--- config.mk ---
export PLATFORM = sky130hd
export DESIGN_NAME = vote_display_ctrl
export DESIGN_NICKNAME = d
export VERILOG_FILES = /design/src/rtl/vote_display_ctrl.sv
export SDC_FILE = /design/constraint.sdc
export NUM_CORES = 1
export LEC_CHECK = 0
export ABC_AREA = 1
export CAP_MARGIN = 10
export CORE_MARGIN = 2
export CORE_UTILIZATION = 50
export CTS_BUF_LIST = sky130_fd_sc_hd__clkbuf_8
export DETAILED_ROUTE_END_ITERATION = 10
export MAX_ROUTING_LAYER = met4
export PLACE_DENSITY = 0.84
export SYNTH_ARGS = -nofsm -noshare
export SYNTH_HDL_FRONTEND = slang
export SYNTH_SLANG_ARGS = --single-unit
--- constraint.sdc ---
create_clock -name clk -period 2.7 [get_ports clk]
set_input_delay 0.54 -clock clk [delete_from_list [all_inputs] [get_ports clk]]
set_output_delay 0.54 -clock clk [all_outputs]
set_load 0.05 [all_outputs]
--- src/rtl/vote_display_ctrl.sv ---
// Drives the voting machine's seven-segment decoder: "CONF" after each vote, rotating tallies
// in results mode, blank otherwise. Define VOTE_DISP_CAND_INDEX_EN to show the candidate number.
module vote_display_ctrl #(
    parameter int unsigned NUM_CAND     = 4,
    parameter int unsigned DWELL_CYCLES = 50000000,
    parameter int unsigned CONF_CYCLES  = 100000000,
    parameter int unsigned CNT_W        = 27
) (
    input  logic                    clk,
    input  logic                    rst,
    input  logic                    vote_pulse,
    input  logic                    results_en,
    input  logic [16*NUM_CAND-1:0]  tally_bus,
    output logic [16:0]             disp_in,
    output logic [2:0]              disp_mode,
    output logic [2:0]              cand_sel,
    output logic                    busy
);

    typedef enum logic [1:0] {
        StIdle    = 2'b00,
        StConfirm = 2'b01,
        StResults = 2'b10
    } state_e;

    localparam logic [CNT_W-1:0] ConfLast  = CNT_W'(CONF_CYCLES - 1);
    localparam logic [CNT_W-1:0] DwellLast = CNT_W'(DWELL_CYCLES - 1);
    localparam logic [CNT_W-1:0] TimerMax  = {CNT_W{1'b1}};
    localparam logic [2:0]       LastCand  = 3'(NUM_CAND - 1);

    state_e            state_q, state_d;
    logic [CNT_W-1:0]  timer_q, timer_d, timer_inc;
    logic [2:0]        cand_d;
    logic [15:0]       tally_arr [8];
    logic [15:0]       tally_sel;
    logic [16:0]       res_val;

    // Unused slots read as zero so a 3-bit index is always in range.
    for (genvar i = 0; i < 8; i++) begin : g_tally
        if (i < NUM_CAND) begin : g_used
            assign tally_arr[i] = tally_bus[16*i +: 16];
        end else begin : g_unused
            assign tally_arr[i] = '0;
        end
    end

    assign timer_inc = (timer_q == TimerMax) ? timer_q : timer_q + 1'b1;

    always_comb begin
        state_d = state_q;
        timer_d = timer_q;
        cand_d  = cand_sel;
        if (vote_pulse) begin
            state_d = StConfirm;
            timer_d = '0;
        end else begin
            case (state_q)
                StIdle: begin
                    if (results_en) begin
                        state_d = StResults;
                        timer_d = '0;
                        cand_d  = '0;
                    end
                end
                StConfirm: begin
                    if (timer_q == ConfLast) begin
                        state_d = results_en ? StResults : StIdle;
                        timer_d = '0;
                        if (results_en) cand_d = '0;
                    end else begin
                        timer_d = timer_inc;
                    end
                end
                StResults: begin
                    if (!results_en) begin
                        state_d = StIdle;
                        timer_d = '0;
                        cand_d  = '0;
                    end else if (timer_q == DwellLast) begin
                        timer_d = '0;
                        cand_d  = (cand_sel == LastCand) ? 3'd0 : cand_sel + 3'd1;
                    end else begin
                        timer_d = timer_inc;
                    end
                end
                default: begin
                    state_d = StIdle;
                    timer_d = '0;
                    cand_d  = '0;
                end
            endcase
        end
    end

    assign tally_sel = tally_arr[cand_d];

`ifdef VOTE_DISP_CAND_INDEX_EN
    assign res_val = {1'b0, {1'b0, cand_d} + 4'd1, tally_sel[11:0]};
`else
    assign res_val = {1'b0, tally_sel};
`endif

    // Outputs follow the next state so they line up with the registered state.
    always_ff @(posedge clk) begin
        if (rst) begin
            state_q   <= StIdle;
            timer_q   <= '0;
            cand_sel  <= '0;
            busy      <= 1'b0;
            disp_mode <= 3'b000;
            disp_in   <= '0;
        end else begin
            state_q  <= state_d;
            timer_q  <= timer_d;
            cand_sel <= cand_d;
            busy     <= (state_d == StConfirm);
            case (state_d)
                StConfirm: begin
                    disp_mode <= 3'b101;
                    disp_in   <= '0;
                end
                StResults: begin
                    disp_mode <= 3'b111;
                    disp_in   <= res_val;
                end
                default: begin
                    disp_mode <= 3'b000;
                    disp_in   <= '0;
                end
            endcase
        end
    end

endmodule

==> results.yml <==
sta:
  maxSlewViolCount: 0
  fmax_mhz: 411.6
  holdWs_ps: 506.0
  rsz0062_at_grt: "false"
  tns_ps: 0
  tightest_slew_ps: 563.0
  finalCritPeriodShare_pct: 89.99
  skew_ps: 11.66
  hold_viol_final: 0
  setup_viol: 0
  maxSlewHeadroom_pct: 62.35
  period_minus_slack_ps: 2430
clock_tree:
  clk_latency_ps: 310
  clk_path_buf_depth: 2
  cts_tree: "built"
  ctsResizeCount: 0
  cts_setup_buffers: 0
  numCtsBuffers: 5
  cts_hold_buf: 0
  h-tree-depth: 2
  root_buffer: "clkbuf_8"
  clk_pin_slew_worst_paths_ps: 90
  cts.sinks: 51
cells_and_area:
  diodes: 0
  final_nets: 742
  n_fill_cell: 588
  multi_input_area_um2: 2044
  final_cell_mix: "nand2_1 (135), inv_1 (100), clkdlybuf4s50_1 (90)"
  drive_above_1_share_pct: 7.357
  syn_to_final_growth_pct: 30.51
  final_common_cell: "nand2_1"
  regArea_um2: 1021
setup_path:
  cpLargestDelayFamily: "simple AND/OR/NAND/NOR gates"
  arrival_ps: 2670
  start_kind: "flip-flop"
  critPathRequiredTime_ps: 2940
  cp-end-kind: "flip-flop"
  cpMostUsedCell: "nand2_1"
  worstPathMaxFanout: 8
  timing_worst_setup_path_type: "reg -> reg"
  path_cells: "ha_1 -> nand2_2 -> nor2_4 -> nand2_2 -> nor2_2 -> nand2_1 -> nand2_1 -> nand2_1 -> o211ai_1 -> nand2_1 -> inv_1 -> ha_1 -> inv_1 -> nor2_4 -> nand2_4 -> a21oi_1"
  slowest_delay_ps: 370
  slowest_stage: "dfxtp_1"
  critPathBufInv: 2
floorplan:
  initial_core_util_pct: 52.11
  die_w_um: 88.38
  core_um2: 6832
  die_y_um: 88.38
  io_pins: 92
  rows: 30
  die_area_um2: 7810
synthesis:
  synth_area_um2: 3560
  yosysSeqAreaShare_pct: 28.68
  synth.yosys.warnings: 0
  synthCells: 576
  synth_seq_cells: 51
  yosys.cell_types.count: 37
  synth_nets: 653
  synth.avg_cell_area_um2: 6.180
route:
  ant_nets: 0
  drc: 0
  drt-pass1-iter-count: 5
  routed-via-count: 4060
  wl_mm: 10.70
  vias_per_cell: 5.328
  wl_per_cell_um: 14.04
  drt_iter0_markers: 289
grt:
  grt_overflow_total: 0
  first_global_vias: 3758
  grt_usage_pct: 27.94
  antenna_found_initial: 0
  grt_max_degree: 33
  grt_pass1_wl_mm: 16.93
min_path:
  min_path_type: "reg -> reg"
status:
  status: "complete, no violations"
place:
  place_hpwl_mm: 8.079
  gp_congestion: 0.9738
  port_buffers: 90
power_and_ir_drop:
  power_leakage_uw: 0.001953
  power-per-cell-area_nw_per_um2: 320.5
  max-vdd-ir-drop_v: 0.0002377
run:
  cap_viol_max_count: 0
[worst reg2reg max path: stages (launching register included)]
cell and delay [ps]:
dfxtp_1 370, ha_1 210, nand2_2 90, nor2_4 160, nand2_2 100, nor2_2 180
nand2_1 80, nand2_1 80, nand2_1 70, o211ai_1 180, nand2_1 110, inv_1 110
ha_1 150, inv_1 60, nor2_4 160, nand2_4 120, a21oi_1 140
[stage by stage]
stage | cells | total power, uW | area (um2) | setup slack, ps | utilization (%)
3_5_place_dp | 753 | 1062 | 4541 | 194.3 | 66.47
2_1_floorplan | 576 | 917.8 | 3560 | 526.5 | -
4_1_cts | 761 | 1489 | 4622 | 214.4 | 67.66
3_3_place_gp | 753 | 1057 | 4541 | 256.2 | 66.47
6_report | 762 | 1489 | 4646 | 270.3 | 68.00
5_1_grt | 762 | 1544 | 4646 | 32.53 | 68.00
[cells in the mapped netlist]
library cell  count  area [um2]
o41ai_1           1       8.760
conb_1            1       3.750
o21ai_1           2       10.01
nand2_1         135       506.7
nor3b_1           1       7.510
nand3b_1         16       120.1
nand3_1          71       355.3
nand2_2           7       43.79
o211ai_1          6       45.04
xnor2_1           1       8.760
xor2_1            1       8.760
a21oi_1          48       240.2
dfxtp_1          51        1021
nor3_1            8       40.04
a31oi_1           1       6.260
clkinv_2          1       5.000
nor2_4            1       11.26
nand2_4           3       33.78
nor2_1           45       168.9
inv_1            98       367.9
or2_2             1       6.260
o21ai_2           1       8.760
o21bai_1          1       7.510
buf_6             4       45.04
clkinv_1          1       3.750
nand3_2           6       60.06
buf_2             5       25.02
a21oi_2           1       8.760
clkbuf_1          8       30.03
inv_2             3       11.26
o31ai_1           3       22.52
buf_4             4       30.03
o21ai_0          17       85.08
nor2_2            5       31.28
nand4_1           7       43.79
o21a_1            2       15.01
ha_1              9       112.6
[worst paths after layout]
check,startpoint,end,slack (ps),cells past startpoint
max,timer_q[1],disp_in[8],270,16
min,timer_q[1],timer_q[1],510,2
max reg2reg,timer_q[1],disp_in[8],270,16
min reg2reg,timer_q[1],timer_q[1],510,2
[final cells by class]
type | count | share of cell area (%)
well taps | 96 | 2.586
flip-flops and latches | 51 | 21.98
repair buffers | 102 | 21.33
clock inverters | 3 | 0.2693
inverters | 103 | 8.349
multi-input cells | 402 | 44.01
clock buffers | 5 | 1.481
[report_power, final]
group	internal, uW	switching, uW	leakage [uW]
clock	176	265	0.0000505
sequential	761	4.97	0.000412
combinational	147	136	0.00149
total	1080	406	0.00195
[flip-flops by register name, indices dropped and copies added, names as in the netlist]
signal and flops:
busy 1, cand_sel 3, disp_in 16, disp_mode 2, state_q 2, timer_q 27
[logic make-up (layout without fill, tap and decap cells)]
| kind of cell | Yosys count | after routing | synth area share (%) |
|---|---|---|---|
| simple gates | 306 | 307 | 40.14 |
| buf+inv | 124 | 213 | 14.55 |
| compound gates | 83 | 83 | 12.86 |
| fa+ha+maj | 9 | 9 | 3.164 |
| xor+xnor | 2 | 2 | 0.4922 |
| other cells | 1 | 1 | 0.1053 |
| flops | 51 | 51 | 28.68 |
[layer usage]
layer / wire [um] / global-route usage, % / up-vias
met1: 4487 / 36.92 / 1833
li1: - / - / 2008
met2: 5210 / 44.57 / 193
met4: 272 / 8.264 / 0
met5: 0 / - / -
met3: 731 / 3.918 / 26
Note: power is estimated with default switching activity, not from simulation.
